`src/rtl/ecg_sample_capture.sv`:
```
// ECG sample capture: synchronizes the divided sample tick, tags each ADC word with a
// sequence index and buffers it in a first-word-fall-through FIFO for the filter stage.
module ecg_sample_capture #(
    parameter int unsigned DATA_W = 12,
    parameter int unsigned DEPTH  = 8,
    parameter int unsigned IDX_W  = 16
) (
    input  logic                       clk,
    input  logic                       rst,
    input  logic                       switch,
    input  logic                       clk_d,
    input  logic [DATA_W-1:0]          adc_data,
    output logic [DATA_W-1:0]          sample_data,
    output logic [IDX_W-1:0]           sample_idx,
    output logic                       sample_valid,
    input  logic                       sample_ready,
    output logic [$clog2(DEPTH):0]     fifo_count,
    output logic                       overflow
);

    localparam int unsigned PTR_W = $clog2(DEPTH);
    localparam int unsigned CNT_W = $clog2(DEPTH) + 1;

    typedef enum logic [1:0] {StIdle, StArm, StRun} state_e;

    state_e             r_state;
    state_e             w_state_next;

    logic               r_sw_s1;
    logic               r_sw_s2;
    logic               r_ck_s1;
    logic               r_ck_s2;
    logic               r_ck_d3;

    logic [PTR_W-1:0]   r_wr_ptr;
    logic [PTR_W-1:0]   r_rd_ptr;
    logic [CNT_W-1:0]   r_count;
    logic [IDX_W-1:0]   r_idx;
    logic               r_ovf;
    logic [DATA_W-1:0]  r_last_data;
    logic [IDX_W-1:0]   r_last_idx;

    logic [DATA_W-1:0]  r_mem_data [DEPTH];
    logic [IDX_W-1:0]   r_mem_idx  [DEPTH];

    logic               w_tick;
    logic               w_sw;
    logic               w_arm_clear;
    logic               w_push_req;
    logic               w_full;
    logic               w_empty;
    logic               w_pop;
    logic               w_push;
    logic               w_drop;

    always_ff @(posedge clk) begin
        if (rst) begin
            r_sw_s1 <= 1'b0;
            r_sw_s2 <= 1'b0;
            r_ck_s1 <= 1'b0;
            r_ck_s2 <= 1'b0;
            r_ck_d3 <= 1'b0;
        end else begin
            r_sw_s1 <= switch;
            r_sw_s2 <= r_sw_s1;
            r_ck_s1 <= clk_d;
            r_ck_s2 <= r_ck_s1;
            r_ck_d3 <= r_ck_s2;
        end
    end

    assign w_tick = r_ck_s2 & ~r_ck_d3;
    assign w_sw   = r_sw_s2;

    // Dropping the enable wins over a coincident tick: nothing is pushed on the way out.
    always_comb begin
        w_state_next = r_state;
        w_arm_clear  = 1'b0;
        w_push_req   = 1'b0;
        case (r_state)
            StIdle: begin
                if (w_sw) begin
                    w_state_next = StArm;
                    w_arm_clear  = 1'b1;
                end
            end
            StArm: begin
                if (!w_sw) begin
                    w_state_next = StIdle;
                end else if (w_tick) begin
                    w_state_next = StRun;
                end
            end
            StRun: begin
                if (!w_sw) begin
                    w_state_next = StIdle;
                end else if (w_tick) begin
                    w_push_req = 1'b1;
                end
            end
            default: w_state_next = StIdle;
        endcase
    end

    assign w_full  = (r_count == CNT_W'(DEPTH));
    assign w_empty = (r_count == '0);
    assign w_pop   = sample_ready & ~w_empty;
    assign w_push  = w_push_req & (~w_full | w_pop);
    assign w_drop  = w_push_req & w_full & ~w_pop;

    always_ff @(posedge clk) begin
        if (rst) begin
            r_state     <= StIdle;
            r_wr_ptr    <= '0;
            r_rd_ptr    <= '0;
            r_count     <= '0;
            r_idx       <= '0;
            r_ovf       <= 1'b0;
            r_last_data <= '0;
            r_last_idx  <= '0;
        end else begin
            r_state <= w_state_next;
            if (w_push) begin
                r_wr_ptr <= r_wr_ptr + 1'b1;
            end
            if (w_pop) begin
                r_rd_ptr    <= r_rd_ptr + 1'b1;
                r_last_data <= r_mem_data[r_rd_ptr];
                r_last_idx  <= r_mem_idx[r_rd_ptr];
            end
            case ({w_push, w_pop})
                2'b10:   r_count <= r_count + 1'b1;
                2'b01:   r_count <= r_count - 1'b1;
                default: r_count <= r_count;
            endcase
            // A dropped sample still consumes an index so the gap is visible downstream.
            if (w_arm_clear) begin
                r_idx <= '0;
                r_ovf <= 1'b0;
            end else begin
                if (w_push_req) begin
                    r_idx <= r_idx + 1'b1;
                end
                if (w_drop) begin
                    r_ovf <= 1'b1;
                end
            end
        end
    end

    always_ff @(posedge clk) begin
        if (w_push) begin
            r_mem_data[r_wr_ptr] <= adc_data;
            r_mem_idx[r_wr_ptr]  <= r_idx;
        end
    end

    // When empty the last popped entry is shown so the outputs never glitch to stale slots.
    assign sample_valid = ~w_empty;
    assign sample_data  = w_empty ? r_last_data : r_mem_data[r_rd_ptr];
    assign sample_idx   = w_empty ? r_last_idx : r_mem_idx[r_rd_ptr];
    assign fifo_count   = r_count;
    assign overflow     = r_ovf;

endmodule

```
`config.mk`:
```
export PLATFORM = sky130hd
export DESIGN_NAME = ecg_sample_capture
export DESIGN_NICKNAME = d
export VERILOG_FILES = /design/src/rtl/ecg_sample_capture.sv
export SDC_FILE = /design/constraint.sdc
export NUM_CORES = 1
export LEC_CHECK = 0
export BUFFER_PORTS_ARGS = -buffer_cell sky130_fd_sc_hd__clkbuf_2
export CAP_MARGIN = 30
export CORE_ASPECT_RATIO = 1.1
export CORE_MARGIN = 2
export CORE_UTILIZATION = 30
export DETAILED_ROUTE_END_ITERATION = 8
export GPL_ROUTABILITY_DRIVEN = 0
export HOLD_SLACK_MARGIN = 0.03
export PLACE_DENSITY = 0.41
export SYNTH_ARGS = -nofsm -noshare
export SYNTH_HDL_FRONTEND = slang
export SYNTH_SLANG_ARGS = --single-unit
export TNS_END_PERCENT = 10
```
`constraint.sdc`:
```
create_clock -name clk -period 6.55 [get_ports clk]
set_input_delay 1.6375 -clock clk [delete_from_list [all_inputs] [get_ports clk]]
set_output_delay 1.6375 -clock clk [all_outputs]
set_load 0.03 [all_outputs]
```
==> flow_metrics.py, run 1 <==
metrics = {
    "outcome": {
        "outcome": "finished clean",
    },
    "timing": {
        "fmax_ghz": 0.212,
        "worst-slew-pin-transition_ns": 0.947,
        "maxSlewViolCount": 0,
        "finalSetupViolCount": 0,
        "relSlewSlack_pct": 36.9,
        "hold_slack_ns": 0.444,
        "finalClockSkew_ns": 0.0220,
        "finalCriticalPeriod_ns": 4.71,
        "finalSetupTns_ns": 0,
        "finalHoldViolations": 0,
        "rsz0062_at_grt": "no",
        "fin_crit_sh_pct": 71.9,
    },
    "clocking": {
        "htree_levels": 2,
        "numCtsBuffers": 35,
        "cts_resized": 0,
        "clock_sinks": 289,
        "postCtsSetupBuffers": 0,
        "cts_hold_buf": 0,
        "cts_tree": "built",
        "insertion_delay_ns": 0.52,
        "cts-root-buf": "clkbuf_16",
        "clockBufferDepth": 3,
        "clk_pin_slew_ns": 0.05,
    },
    "drt": {
        "vias": 5997,
        "vias_per_cell": 4.80,
        "drc": 0,
        "postRouteAntennaNets": 0,
        "drt_iter0_drc": 273,
        "detail_route.wirelength_um": 25500,
        "drtPass1Iterations": 4,
        "post_drt_wl_per_cell_um": 20.4,
    },
    "yosys": {
        "yosysSeqAreaShare_pct": 71.5,
        "synth_cell_types": 43,
        "synth_nets": 690,
        "netlist_area_sq_um": 11200,
        "syn_area_per_cell_sq_um": 16.8,
        "synth_warnings": 0,
        "syn_inst": 669,
        "synth_seq_cells": 289,
        "synth_async_sr_flop_share_pct": 0,
        "ys.flop_type": "edfxtp_1",
        "yosys-top-cells-area": "edfxtp_1 60%, dfxtp_1 12%, mux4_2 11%, mux2i_1 2.9%, nor2_1 2.5%",
        "synth_edf_count": 224,
        "synth.largest_area_cell": "edfxtp_1",
        "yosys.area.top_type_share_pct": 59.9,
    },
    "setup_path": {
        "cp.required_ns": 4.91,
        "crit_arrival_ns": 3.07,
        "crit_family": "flip-flops",
        "r2r_start": "r_sw_s2",
        "cp_max_fo": 37,
        "end_kind": "primary output",
        "crit_chain": "buf_4, mux4_2, mux2i_1, a21oi_1, clkbuf_2",
        "critPathSlowestCell": "dfxtp_4",
        "crit_type": "flop to primary output",
        "cp-start-kind": "flop",
        "critPathBufInv": 2,
        "slowest_delay_ns": 0.88,
    },
    "finish": {
        "drive_gt1_share_pct": 25.4,
        "diodes": 0,
        "nets": 750,
        "stdcell_area_sq_um": 13200,
        "area_growth_pct": 17.5,
    },
    "global_routing": {
        "track_usage_pct": 13.4,
        "grt_pass1_wl_um": 38800,
        "grt_antenna_before_repair": 0,
        "grt-ovfl-total": 0,
        "grt_pass1_vias": 6338,
        "grt_max_degree": 57,
    },
    "hold_path": {
        "min_path_type": "flop to flop",
        "hold_start": "r_ck_s1",
    },
    "floorplan": {
        "start_util_pct": 30.3,
        "die_w_um": 188,
        "placementRows": 74,
        "fp.coreArea_sq_um": 37000,
        "dieArea_sq_um": 39000,
        "die_y_um": 207,
        "boundaryPins": 51,
    },
    "power_and_ir_drop": {
        "pwr-share-comb_pct": 23.0,
        "peakVddDrop_mv": 0.234,
        "clockPowerShare_pct": 35.9,
        "p_per_area_nw_per_um2": 391,
        "power.net_switching_mw": 1.62,
        "power_frac_seq_pct": 41.2,
        "leakagePower_nw": 4.17,
        "swShare_pct": 31.4,
        "p_int_mw": 3.54,
    },
    "flow_run": {
        "drv_cap": 0,
    },
    "placed_design": {
        "port_buffers": 50,
        "postPlaceCellArea_sq_um": 12100,
        "dp_hpwl_um": 14600,
    },
}
==> sequential cells by signal, indices dropped and copies added, names as in the netlist, named ones only <==
name / flops
r_state: 2
r_sw_s2: 1
r_ck_s2: 1
r_rd_ptr: 3
r_mem_idx: 128
r_mem_data: 96
r_sw_s1: 1
r_idx: 16
r_wr_ptr: 3
r_last_data: 12
r_last_idx: 16
overflow: 1
r_ck_s1: 1
fifo_count: 4
r_ck_d3: 1
==> layer usage <==
layer / up-vias / track usage, % / wire (um)
met1: 3102 / 17.3 / 11500
li1: 2758 / - / -
met3: 46 / 2.27 / 803
met4: 0 / 4.69 / 682
met5: - / 0 / 0
met2: 91 / 22.9 / 12500
==> stage by stage <==
| step | worst slack, ns | instances | util (%) | power (mW) |
|---|---|---|---|---|
| 3_5_place_dp | 2.24 | 1186 | 32.6 | 3.37 |
| 3_3_place_gp | 2.26 | 1186 | 32.6 | 3.36 |
| 2_1_floorplan | 1.42 | 669 | - | 3.04 |
| 6_report | 1.84 | 1250 | 35.6 | 5.15 |
| 5_1_grt | 1.54 | 1250 | 35.6 | 5.41 |
| 4_1_cts | 1.68 | 1250 | 35.6 | 5.24 |
==> kinds of logic after synthesis <==
kind of cell / count (synthesis) / share of synthesized area (%)
AOI/OAI and AO/OA: 93 / 5.25
DFF: 289 / 71.5
muxes: 91 / 14.4
and+or+nand+nor: 139 / 5.97
adders and majority gates: 4 / 0.446
xor gates and xnor gates: 7 / 0.546
buffers and inverters: 46 / 1.88
==> final timing paths <==
kind                      endpoint  slack, ns  cells past startpoint
hold / removal             r_ck_s2       0.44                      1
setup / recovery    sample_data[6]       1.84                      5
setup reg to reg  r_mem_data[4][2]       3.42                      6
hold reg to reg            r_ck_s2       0.44                      1
==> cell usage after synthesis (2+ instances only) <==
master      n
edfxtp_1  224
nand2_1    11
mux4_2     56
buf_2      15
dfxtp_1    65
buf_1       6
nand2b_1    6
a211oi_1   29
xor2_1      4
or3_1       8
o21ai_0     9
or4_1       6
ha_1        4
mux2_2      3
nand4_1     3
nor3_1      5
nand3_1     6
inv_1       3
mux2i_1    32
o31ai_1     5
nor2b_1     8
buf_4       5
xnor2_1     3
clkbuf_1   16
a21oi_1    44
nor2_1     74
and2_1      2
and3_1      2
==> power by group through the flow <==
stage,Sequential (mW),Combinational (mW),Clock [mW]
2_1_floorplan,2.10,0.941,0
3_3_place_gp,2.16,1.20,0
3_5_place_dp,2.16,1.21,0
4_1_cts,2.13,1.21,1.91
5_1_grt,2.14,1.29,1.97
6_report,2.12,1.18,1.85
==> layout make-up <==
| cell class | instances | area [sq um] |
|---|---|---|
| Multi-Input combinational cell | 334 | 3040 |
| Timing Repair Buffer | 66 | 370 |
| Tap cell | 494 | 618 |
| Sequential cell | 289 | 8040 |
| Inverter | 3 | 11.3 |
| Clock inverter | 16 | 125 |
| Fill cell | 3535 | 23800 |
| Clock buffer | 48 | 987 |
==> layout by cell type (no fill, tap or decap), types with 2 or more instances in the layout <==
| cell type | n |
|---|---|
| clkbuf_8 | 2 |
| xnor2_1 | 3 |
| dfxtp_4 | 2 |
| mux2_2 | 3 |
| clkinv_1 | 6 |
| nand3_1 | 6 |
| or3_1 | 8 |
| nand2b_1 | 6 |
| clkbuf_1 | 9 |
| o31ai_1 | 5 |
| xor2_1 | 4 |
| nor2_4 | 3 |
| edfxtp_1 | 224 |
| clkbuf_16 | 37 |
| buf_4 | 16 |
| o21ai_0 | 9 |
| a211oi_1 | 29 |
| clkinv_4 | 3 |
| nand2_1 | 11 |
| nor2_1 | 71 |
| clkbuf_2 | 50 |
| or4_1 | 5 |
| inv_1 | 3 |
| and2_1 | 2 |
| mux4_2 | 56 |
| and3_1 | 2 |
| nand4_1 | 3 |
| ha_1 | 4 |
| nor2b_1 | 8 |
| nor3_2 | 4 |
| dfxtp_1 | 62 |
| clkinv_2 | 3 |
| mux2i_1 | 32 |
| a21oi_1 | 44 |
Power figures use the tool's default switching activity.
==> inputs of run 2 (changes only) <==
Clock period 6.55 ns to 4.4 ns, I/O delays scaled along.
==> flow_metrics.py, run 2 (synthesis gave the netlist of run 1 again) <==
metrics = {
    "outcome": {
        "outcome": "finished clean",
    },
    "power_and_ir_drop": {
        "p_int_mw": 5.31,
        "pwr-share-comb_pct": 23.5,
        "leakagePower_nw": 4.20,
        "peakVddDrop_mv": 0.345,
        "clockPowerShare_pct": 35.8,
        "swShare_pct": 31.0,
        "power_frac_seq_pct": 40.6,
        "power.net_switching_mw": 2.39,
        "p_per_area_nw_per_um2": 580,
    },
    "floorplan": {
        "start_util_pct": 30.3,
        "die_y_um": 207,
        "dieArea_sq_um": 39000,
        "boundaryPins": 51,
        "fp.coreArea_sq_um": 37000,
        "die_w_um": 188,
        "placementRows": 74,
    },
    "timing": {
        "fin_crit_sh_pct": 85.8,
        "rsz0062_at_grt": "no",
        "finalSetupTns_ns": 0,
        "finalHoldViolations": 0,
        "relSlewSlack_pct": 51.4,
        "finalCriticalPeriod_ns": 3.78,
        "worst-slew-pin-transition_ns": 0.729,
        "finalClockSkew_ns": 0.0201,
        "fmax_ghz": 0.265,
        "finalSetupViolCount": 0,
        "maxSlewViolCount": 0,
        "hold_slack_ns": 0.445,
    },
    "flow_run": {
        "drv_cap": 0,
    },
    "global_routing": {
        "track_usage_pct": 13.3,
        "grt-busiest-layer": "met2",
        "grt_pass1_vias": 6351,
        "gr-usage-met3_pct": 2.47,
        "grt_max_degree": 39,
        "grt_use_met1_pct": 16.9,
        "grt_antenna_before_repair": 0,
        "grt_use_met2_pct": 23.2,
        "grt-ovfl-total": 0,
        "grt_pass1_wl_um": 38800,
    },
    "clocking": {
        "numCtsBuffers": 35,
        "insertion_delay_ns": 0.51,
        "clk_pin_slew_ns": 0.06,
        "cts_hold_buf": 0,
        "cts_tree": "built",
        "cts-root-buf": "clkbuf_16",
        "clockBufferDepth": 3,
        "clock_sinks": 289,
        "cts_resized": 0,
        "postCtsSetupBuffers": 0,
        "htree_levels": 2,
    },
    "finish": {
        "largest_reg_flops": 128,
        "stdcell_area_sq_um": 13300,
        "layout_commonest_cell": "edfxtp_1",
        "nets": 755,
        "fin_util_pct": 35.9,
        "area_growth_pct": 18.3,
        "reg.largest.list": "r_mem_idx x128, r_mem_data x96",
        "layout_common_cells": "224 x edfxtp_1, 71 x nor2_1, 62 x dfxtp_1, 56 x mux4_2, 50 x clkbuf_2",
        "max_flop_register": "r_mem_idx",
        "diodes": 0,
        "drive_gt1_share_pct": 25.9,
        "fin_cells": 1252,
    },
    "drt": {
        "vias_per_cell": 4.80,
        "postRouteAntennaNets": 0,
        "drc": 0,
        "drtPass1Iterations": 5,
        "detail_route.wirelength_um": 25400,
        "drt_iter0_drc": 372,
        "post_drt_wl_per_cell_um": 20.3,
        "vias": 6006,
    },
    "placed_design": {
        "postPlaceCellArea_sq_um": 12200,
        "dp.cells": 1191,
        "dp_hpwl_um": 14800,
        "port_buffers": 50,
    },
    "hold_path": {
        "hold_start": "r_ck_s1",
        "min_path_type": "flop to flop",
        "holdPathEnd": "r_ck_s2",
        "holdPathStages": 1,
    },
    "setup_path": {
        "end_kind": "primary output",
        "cp.required_ns": 3.30,
        "cp_max_fo": 26,
        "crit_arrival_ns": 2.68,
        "crit_type": "flop to primary output",
        "r2r_cells": 6,
        "reg2reg_setup_slack_ns": 1.62,
        "cp-start-kind": "flop",
        "reg2reg_to": "r_mem_idx[4][11]",
        "r2r_start": "r_state[0]",
    },
}
run 2: cell types whose count changed in the layout (fill, tap and decap cells not counted), sizes merged:
cell	before	now
buf	16	21
clkinvlp	0	2
bufinv	1	3
clkbuf	98	91
run 2: routing by layer:
layer | vias up | wire, um
li1 | 2771 | -
met1 | 3106 | 11100
met2 | 98 | 12900
met3 | 31 | 992
met4 | 0 | 462
met5 | - | 0
run 2: final cells by class:
cell class,count,area [sq um]
multi-input cells,334,3050
inverters,3,11.3
clock buffers,41,908
flip-flops and latches,289,8030
well taps,494,618
clock inverters,20,203
fillers,3483,23800
repair buffers,71,458
run 2: critical path: stages (launching register included):
cell and delay, ns:
dfxtp_4 0.71, buf_4 0.35, mux4_2 0.54, mux2i_1 0.25, a21oi_1 0.11, clkbuf_2 0.20
run 2: metrics by stage:
step	total power, mW	setup slack (ns)
floorplan	4.53	0.465
global placement	4.98	1.02
detailed placement	5.04	1.06
CTS	7.83	0.511
global route	8.08	0.405
finish	7.70	0.624
run 2: worst max-delay path by stage:
stage,startpoint,slack (ns),endpoint,cells past startpoint
3_5_place_dp,flop,1.06,sample_idx[12],5
3_3_place_gp,fifo_count[0],1.02,sample_idx[3],3
6_report,flop,0.62,sample_idx[13],5
5_1_grt,flop,0.40,sample_idx[13],5
2_1_floorplan,sample_ready,0.47,r_mem_data[4][0],4
4_1_cts,flop,0.51,sample_idx[12],5
run 2: power by group through the flow:
| stage | sequential, mW | clock (mW) | combinational, mW |
|---|---|---|---|
| floorplan | 3.13 | 0 | 1.40 |
| finish | 3.13 | 2.76 | 1.81 |
| global placement | 3.19 | 0 | 1.80 |
| global route | 3.15 | 2.95 | 1.98 |
| CTS | 3.14 | 2.85 | 1.85 |
| detailed placement | 3.19 | 0 | 1.84 |
==> inputs of run 3 (changes only) <==
Settings changed: CORE_ASPECT_RATIO 1.1 to default.
==> flow_metrics.py, run 3 (synthesis gave the netlist of run 1 again) <==
metrics = {
    "power_and_ir_drop": {
        "peakVddDrop_mv": 0.467,
        "pwr-share-comb_pct": 23.5,
        "power.net_switching_mw": 2.37,
        "swShare_pct": 30.5,
        "p_per_area_nw_per_um2": 587,
        "p_int_mw": 5.41,
        "p_total_mw": 7.78,
        "clockPowerShare_pct": 36.4,
        "leakagePower_nw": 4.24,
        "power_frac_seq_pct": 40.0,
    },
    "timing": {
        "finalSetupTns_ns": 0,
        "worst-slew-pin-transition_ns": 0.887,
        "rsz0062_at_grt": "no",
        "finalCriticalPeriod_ns": 3.84,
        "relSlewSlack_pct": 40.9,
        "maxSlewViolCount": 0,
        "setup_ws_ns": 0.562,
        "fmax_ghz": 0.261,
        "finalClockSkew_ns": 0.0175,
        "finalSetupViolCount": 0,
        "fin_crit_sh_pct": 87.2,
        "finalHoldViolations": 0,
    },
    "drt": {
        "highest_layer": "met4",
        "post_drt_wl_per_cell_um": 20.6,
        "postRouteAntennaNets": 0,
        "wl_met3_um": 1010,
        "vias": 5979,
        "wl_met2_um": 12600,
        "vias_per_cell": 4.86,
        "drt_iter0_drc": 362,
        "detail_route.wirelength_um": 25300,
        "wl_met1_um": 11200,
        "drc": 0,
        "drtPass1Iterations": 4,
    },
    "finish": {
        "diodes": 0,
        "fin_util_pct": 36.2,
        "reg.largest.list": "r_mem_idx x128, r_mem_data x96",
        "stdcell_area_sq_um": 13300,
        "area_growth_pct": 18.2,
        "max_flop_register": "r_mem_idx",
        "largest_reg_flops": 128,
        "layout_common_cells": "224 x edfxtp_1, 71 x nor2_1, 62 x dfxtp_1, 56 x mux4_2, 50 x clkbuf_2",
        "nets": 756,
        "layout_commonest_cell": "edfxtp_1",
        "drive_gt1_share_pct": 26.9,
    },
    "placed_design": {
        "dp_slack_ns": 1.08,
        "postPlaceCellArea_sq_um": 12100,
        "port_buffers": 50,
        "dp_hpwl_um": 14900,
    },
    "clocking": {
        "cts-root-buf": "clkbuf_16",
        "insertion_delay_ns": 0.51,
        "clock_sinks": 289,
        "htree_levels": 2,
        "clockBufferDepth": 3,
        "postCtsSetupBuffers": 0,
        "cts_hold_buf": 0,
        "numCtsBuffers": 34,
        "clk_pin_slew_ns": 0.06,
        "cts_resized": 0,
        "cts_tree": "built",
    },
    "global_routing": {
        "grt_max_degree": 41,
        "grt-ovfl-total": 0,
        "grt_pass1_wl_um": 38800,
        "grt_pass1_vias": 6203,
        "grt_antenna_before_repair": 0,
        "track_usage_pct": 13.4,
    },
    "setup_path": {
        "reg2reg_to": "r_mem_idx[5][6]",
        "crit_arrival_ns": 2.74,
        "r2r_cells": 6,
        "crit_type": "flop to primary output",
        "crit_path_end": "sample_idx[8]",
        "slowest_delay_ns": 0.60,
        "cp-start-kind": "flop",
        "end_kind": "primary output",
        "r2r_start": "r_state[0]",
        "crit_chain": "buf_4, mux4_2, mux2i_1, a21oi_1, clkbuf_2",
        "cp.required_ns": 3.30,
        "cp_max_fo": 20,
        "critPathSlowestCell": "dfxtp_4",
        "reg2reg_setup_slack_ns": 1.60,
    },
    "hold_path": {
        "min_path_type": "flop to flop",
    },
    "floorplan": {
        "start_util_pct": 30.6,
        "fp.coreArea_sq_um": 36700,
        "die_w_um": 197,
        "dieArea_sq_um": 39000,
        "placementRows": 70,
        "boundaryPins": 51,
        "die_y_um": 197,
    },
    "outcome": {
        "outcome": "finished clean",
    },
    "flow_run": {
        "drv_cap": 0,
    },
}
run 3: cell count changes in the layout (fill, tap and decap cells not counted), sizes merged:
cell,delta
clkinv,-6
clkbuf,+8
clkinvlp,-1
buf,+2
run 3: how the worst min path moves through the flow:
stage               slack (ns)  cells after the start     from  endpoint
floorplan                 0.41                      1  r_ck_s1   r_ck_s2
global placement          0.43                      1  r_ck_s1   r_ck_s2
detailed placement        0.43                      1  r_sw_s1   r_sw_s2
CTS                       0.45                      1  r_sw_s1   r_sw_s2
global route              0.46                      1  r_ck_s1   r_ck_s2
finish                    0.44                      1  r_ck_s1   r_ck_s2
run 3: final cells by class:
cell class              count  area, sq um
clock inverters            13          161
well taps                 468          586
flip-flops and latches    289         8030
clock buffers              49          992
fillers                  3429        23400
inverters                   3         11.3
repair buffers             73          435
multi-input cells         334         3050
run 3: routing by layer:
layer | vias up | track usage [%]
met5 | - | 0
met3 | 41 | 2.30
met1 | 3061 | 17.5
met4 | 0 | 3.54
li1 | 2756 | -
met2 | 121 | 23.0
run 3: power groups by stage:
stage	clock network (mW)	logic [mW]	registers, mW
after global routing	3.03	2.00	3.14
after floorplan	0	1.40	3.13
after CTS	2.92	1.87	3.12
after global placement	0	1.86	3.17
after detailed placement	0	1.86	3.18
final	2.84	1.83	3.12
run 3: stage by stage:
step                hold WS (ns)  cells
floorplan                  0.414    669
global placement           0.432   1167
detailed placement         0.434   1167
CTS                        0.448   1229
global route               0.459   1229
finish                     0.441   1229
run 3: critical path: cells and delay by family, from the launching register on:
kind	cells	cell delay [ns]
flops	1	0.60
mux	2	0.89
buf+inv	2	0.56
compound gates	1	0.16
